`config.mk`:
```
export PLATFORM = sky130hd
export DESIGN_NAME = goal_detector
export DESIGN_NICKNAME = d
export VERILOG_FILES = /design/src/rtl/goal_detector.sv
export SDC_FILE = /design/constraint.sdc
export NUM_CORES = 1
export LEC_CHECK = 0
export BUFFER_PORTS_ARGS = -buffer_cell sky130_fd_sc_hd__buf_2
export CAP_MARGIN = 20
export CORE_AREA = 2 2 53 55
export CTS_CLUSTER_SIZE = 40
export DETAILED_ROUTE_END_ITERATION = 8
export DIE_AREA = 0 0 55 57
export PLACE_DENSITY = 0.81
export SLEW_MARGIN = 15
export SYNTH_ARGS = -nofsm -noshare
export SYNTH_HDL_FRONTEND = slang
export SYNTH_SLANG_ARGS = --single-unit
```
`constraint.sdc`:
```
create_clock -name clk -period 1.7 [get_ports clk]
set_clock_uncertainty 0.2 [all_clocks]
set_input_delay 0.255 -clock clk [delete_from_list [all_inputs] [get_ports clk]]
set_output_delay 0.255 -clock clk [all_outputs]
set_load 0.05 [all_outputs]
```
`src/rtl/goal_detector.sv`:
```
// Goal detector: watches ball_x once per frame, emits registered score pulses,
// sequences pause / re-serve and stops play when a player reaches WIN_SCORE.
module goal_detector #(
    parameter int H_ACTIVE     = 640,
    parameter int BALL_SIZE    = 8,
    parameter int LEFT_LIMIT   = 0,
    parameter int RIGHT_LIMIT  = H_ACTIVE - BALL_SIZE,
    parameter int PAUSE_FRAMES = 60,
    parameter int WIN_SCORE    = 9
) (
    input  logic       clk,
    input  logic       reset,
    input  logic       frame_tick,
    input  logic       start,
    input  logic [9:0] ball_x,
    output logic       score1,
    output logic       score2,
    output logic       ball_reset,
    output logic       serve_dir,
    output logic       play_en,
    output logic       game_over,
    output logic       winner
);

    // state  | meaning
    // IDLE   | waiting for start
    // SERVE  | one clk, ball engine re-centres the ball
    // PLAY   | ball in motion, edges checked on frame_tick
    // SCORED | one clk, score pulse out, win check
    // PAUSE  | holding PAUSE_FRAMES frames before re-serve
    // OVER   | terminal until reset
    typedef enum logic [2:0] {
        IDLE   = 3'd0,
        SERVE  = 3'd1,
        PLAY   = 3'd2,
        SCORED = 3'd3,
        PAUSE  = 3'd4,
        OVER   = 3'd5
    } state_t;

    localparam int CW = (PAUSE_FRAMES > 1) ? $clog2(PAUSE_FRAMES) : 1;
    localparam logic [CW-1:0] PAUSE_LAST = CW'(PAUSE_FRAMES - 1);
    localparam logic [3:0]    WIN        = 4'(WIN_SCORE);
    localparam logic [9:0]    LEFT_L     = 10'(LEFT_LIMIT);
    localparam logic [9:0]    RIGHT_L    = 10'(RIGHT_LIMIT);

    state_t        state, state_nxt;
    logic [3:0]    p1_pts, p1_nxt;
    logic [3:0]    p2_pts, p2_nxt;
    logic [CW-1:0] cnt, cnt_nxt;
    logic          serve_dir_nxt, winner_nxt;
    logic          score1_nxt, score2_nxt;
    logic          hit_left, hit_right;

    assign hit_left  = (ball_x <= LEFT_L);
    assign hit_right = (ball_x >= RIGHT_L);

    always_comb begin
        state_nxt     = state;
        p1_nxt        = p1_pts;
        p2_nxt        = p2_pts;
        cnt_nxt       = cnt;
        serve_dir_nxt = serve_dir;
        winner_nxt    = winner;
        score1_nxt    = 1'b0;
        score2_nxt    = 1'b0;
        case (state)
            IDLE: begin
                if (start) state_nxt = SERVE;
            end
            SERVE: begin
                state_nxt = PLAY;
            end
            PLAY: begin
                // left exit wins a tie so degenerate limits still give one pulse
                if (frame_tick && hit_left) begin
                    state_nxt     = SCORED;
                    score2_nxt    = 1'b1;
                    serve_dir_nxt = 1'b0;
                    p2_nxt        = (p2_pts == WIN) ? p2_pts : p2_pts + 4'd1;
                end else if (frame_tick && hit_right) begin
                    state_nxt     = SCORED;
                    score1_nxt    = 1'b1;
                    serve_dir_nxt = 1'b1;
                    p1_nxt        = (p1_pts == WIN) ? p1_pts : p1_pts + 4'd1;
                end
            end
            SCORED: begin
                if (p1_pts == WIN || p2_pts == WIN) begin
                    state_nxt  = OVER;
                    winner_nxt = (p2_pts == WIN);
                end else begin
                    state_nxt = PAUSE;
                    cnt_nxt   = '0;
                end
            end
            PAUSE: begin
                if (frame_tick) begin
                    if (cnt == PAUSE_LAST) state_nxt = SERVE;
                    else                   cnt_nxt   = cnt + 1'b1;
                end
            end
            OVER: begin
                state_nxt = OVER;
            end
            default: begin
                state_nxt = IDLE;
            end
        endcase
    end

    // every output is a flop loaded from the next-state decode
    always_ff @(posedge clk or posedge reset) begin
        if (reset) begin
            state      <= IDLE;
            p1_pts     <= '0;
            p2_pts     <= '0;
            cnt        <= '0;
            serve_dir  <= 1'b0;
            winner     <= 1'b0;
            score1     <= 1'b0;
            score2     <= 1'b0;
            ball_reset <= 1'b0;
            play_en    <= 1'b0;
            game_over  <= 1'b0;
        end else begin
            state      <= state_nxt;
            p1_pts     <= p1_nxt;
            p2_pts     <= p2_nxt;
            cnt        <= cnt_nxt;
            serve_dir  <= serve_dir_nxt;
            winner     <= winner_nxt;
            score1     <= score1_nxt;
            score2     <= score2_nxt;
            ball_reset <= (state_nxt == SERVE);
            play_en    <= (state_nxt == PLAY);
            game_over  <= (state_nxt == OVER);
        end
    end

endmodule

```
==> out/metrics.sh <==
RUN_STATUS='completed'
MAX_CLK_RATE_MHz=600
TIMING.CRITICAL_PATH.FANOUT_MAX=6
TIMING.CRITICAL_PATH.SLOWEST_STAGE_CELL='dfrtp_1'
GRT_START_MAX_NET_PINS=25
DRT_ITER0_DRC=23
SYNTH_WARNINGS=0
IRDROPWORSTVDD_mV=0.406
SWITCHING_SHARE=0.218
SYN-CELL-AREA_UM2=1190
DIE-WIDTH_UM=55
DRC_ERRORS=0
SYN_NETS=130
FINALWORSTPATHREQUIREDPERIOD_PS=1670
LAYOUT-AREA-OVERHEAD-VS-SYNTH_PCT=30.5
POSTSYNTH.ASYNCRESETSHARE=1.00
REPORT.FINAL.SETUP_VIOL=0
CRIT_PATH_END_KIND='flip-flop'
STDCELL_AREA_UM2=1550
CTS_HTREE_LEVELS=1
SYNTH_CELLS=111
DRT-VIAS-PER-INSTANCE=5.33
CORE_REGION_AREA_UM2=2620
DETAILEDROUTE.FIRSTPASSITERATIONCOUNT=4
GLOBAL_ROUTE_WIRE_LENGTH_BEFORE_REPAIR_UM=4060
CTS.PATH.MAX_BUFFERS=2
CELL_CHAIN_CRITICAL_PATH='and4bb_1 -> o311a_4 -> nand2_2 -> mux2_4'
POST_ROUTE_CELLS_DRIVE_ABOVE_1_SHARE=0.391
HOLDPATHSTAGES=3
MOST-COMMON-LAYOUT-CELLS='24 x dfrtp_1, 20 x buf_2, 16 x buf_4'
IO-PIN-COUNT=21
CRITICAL_PATH.STARTPOINT_TYPE='flip-flop'
MAX_SLEW.WORST_PIN.SLEW_PS=310
CRITICAL_PATH.MAX_STAGE_DELAY_PS=450
FINAL_ANTENNA_NET_COUNT=0
CP.ARRIVAL_PS=1690
PLACEDINSTANCEAREA_UM2=1420
POWER.NET_SWITCHING_uW=200
OVERFLOW=0
HOLD_SLACK_PS=131
SYNTH.DISTINCT_CELLS=34
SEQ_AREA_FRAC_SYNTH=0.505
CRITICAL_PATH_REQUIRED_PS=1720
CTS.CLK_SLEW.WORST_PATHS_PS=140
IO_BUFFER_COUNT=20
TIMING.FINAL.HOLD_VIOLATIONS=0
SYNTH_AREA_PER_CELL_UM2=10.7
HOLD_PATH.CLASS='in -> reg'
CLK_ROOT_BUFFER_CELL='clkbuf_4'
ANTENNA_CELLS=0
SYNTH-EDFF-COUNT=0
DRT_WL_TOTAL_UM=2560
RSZ0062_AT_GRT='true'
DIE-HEIGHT_UM=57
REG2REG_FROM='state[0]$_DFF_PP0_'
FINAL_CELL_COUNT_NO_FILL=182
FINAL_SETUP_MARGIN_PS=34.5
GRTUSAGETOTAL=0.175
CLOCK_TREE_FROM_TRITONCTS='yes'
ANTENNA_FOUND_INITIAL=0
GRT_PASS1_VIAS=981
WORSTREG2REGEND='p1_pts[2]$_DFFE_PP0P_'
CP.BUFFERS_INVERTERS=0
FP.DIEAREA_UM2=3140
CRIT_TYPE='reg -> reg'
FINAL-MAX-SLEW-VIOLATION-COUNT=0
FIN_TNS_SETUP_PS=0
DRT-WIRELENGTH-PER-CELL_UM=14.1
TIMING.REG2REG.WORST_PATH_DEPTH=4
TOP_REG_CELL_SYNTH='dfrtp_1'
CLOCK_POWER_SHARE=0.339
FINISH.NET_COUNT=171
SEQPWRFRAC=0.622
HOLD-PATH-ENDPOINT='play_en$_DFF_PP0_'
NUMPLACEDINSTANCES=172
DRV.MAX_CAP_VIOLATION_COUNT=0
CLKLATENCYLATEPIN_PS=330
POWER_REPORT.INTERNAL_TOTAL_uW=718
HPWL_UM=1900
TIMING.SLEW.HEADROOM=0.794
CRITPATHTOPFAMILY='flip-flops'
REG2REG_SETUP_SLACK_PS=30
VIAS=970
MOSTFREQUENTLAYOUTCELL='dfrtp_1'
POWER.STATIC_LEAKAGE_nW=0.744
CTS_MADE_BUFFERS=3
FINALCRITPERIODSHARE=0.980
PLACEMENT.SETUP.WORST_SLACK_PS=-5.09
WORSTHOLDSTART='ball_x[9]'
ROWS=19
SYNTH.FF_LATCH_COUNT=24
COMB_POWER_SHARE=0.039
INITIAL_UTILIZATION=0.455
RD_PLACE_CONGESTION=0.839
CELLPOWERDENSITY_nW_PER_UM2=592
CLOCK_SINKS=24
==> power by group through the flow <==
| stage | Combinational, mW | Clock, mW | Sequential, mW |
|---|---|---|---|
| finish | 0.0361 | 0.311 | 0.571 |
| detailed placement | 0.0338 | 0 | 0.582 |
| floorplan | 0.0108 | 0 | 0.582 |
| global placement | 0.0319 | 0 | 0.582 |
| global route | 0.0415 | 0.334 | 0.571 |
| CTS | 0.0366 | 0.307 | 0.571 |
==> kinds of logic (layout without fill, tap and decap cells) <==
| kind of cell | count (synthesis) | after routing | synth area share |
|---|---|---|---|
| xor+xnor | 7 | 7 | 0.0579 |
| flops | 24 | 24 | 0.505 |
| simple gates | 45 | 45 | 0.215 |
| mux | 4 | 4 | 0.0358 |
| compound gates | 17 | 17 | 0.0958 |
| buf+inv | 9 | 49 | 0.0379 |
| fa+ha+maj | 5 | 5 | 0.0526 |
==> sequential cells by signal (all words and copies together), names as in the netlist <==
register    flops
score1          1
p1_pts          4
game_over       1
state           3
ball_reset      1
p2_pts          4
cnt             6
play_en         1
score2          1
winner          1
serve_dir       1
==> synthesized netlist by cell type (2+ instances only) <==
cell type	instances	area share
inv_1	7	0.022
o21ai_0	4	0.017
ha_1	5	0.053
nand4_1	2	0.011
nand3b_1	4	0.025
nand2_1	9	0.028
nor4_1	3	0.016
xnor2_1	5	0.037
nand3_1	2	0.0084
mux2i_1	2	0.017
and4_1	2	0.015
a31oi_1	3	0.016
dfrtp_1	24	0.51
a21oi_1	5	0.021
nor3_1	4	0.017
nor2_1	12	0.038
==> layout make-up <==
cell class	instances	area, µm²
clock buffers	4	36.3
fillers	229	1060
inverters	7	26.3
multi-input cells	78	608
flip-flops and latches	24	601
well taps	31	38.8
repair buffers	38	241
==> worst register-to-register path: cells and delay by family, from the launching register on <==
| family | cells | cell delay, ps |
|---|---|---|
| multiplexers | 1 | 300 |
| flip-flops | 1 | 450 |
| AND/OR/NAND/NOR | 2 | 380 |
| AO/OA/AOI/OAI | 1 | 230 |
==> worst max path at each step <==
stage / from / to / cells past startpoint
after floorplan: p2_pts[0]$_DFFE_PP0P_ / cnt[0]$_DFFE_PP0P_ / 5
after global placement: ball_x[6] / p1_pts[2]$_DFFE_PP0P_ / 5
after detailed placement: ball_x[6] / p1_pts[2]$_DFFE_PP0P_ / 5
after CTS: state[0]$_DFF_PP0_ / p1_pts[2]$_DFFE_PP0P_ / 4
after global routing: cnt[1]$_DFFE_PP0P_ / game_over$_DFF_PP0_ / 5
final: state[0]$_DFF_PP0_ / p1_pts[2]$_DFFE_PP0P_ / 4
==> routing by layer <==
| layer | part of all wire | track usage |
|---|---|---|
| met2 | 0.53 | 0.308 |
| met4 | 0.016 | 0.0592 |
| met3 | 0.037 | 0.0366 |
| met5 | 0 | 0 |
| met1 | 0.42 | 0.205 |
==> repair_timing <==
action | 4_1_cts | 5_1_grt
gates resized for setup | 2 | 12
hold buffers | 1 | 0
setup buffers | 1 | 4
endpoints found under the hold margin | 24 | 0
pin swaps | 0 | 7
endpoints found under the setup margin | 2 | 13
==> per-stage QoR <==
step                power [mW]  utilization
global placement         0.614        0.544
floorplan                0.593            -
detailed placement       0.616        0.544
global route             0.946        0.593
finish                   0.918        0.593
CTS                      0.915        0.569
Power figures use the tool's default switching activity.
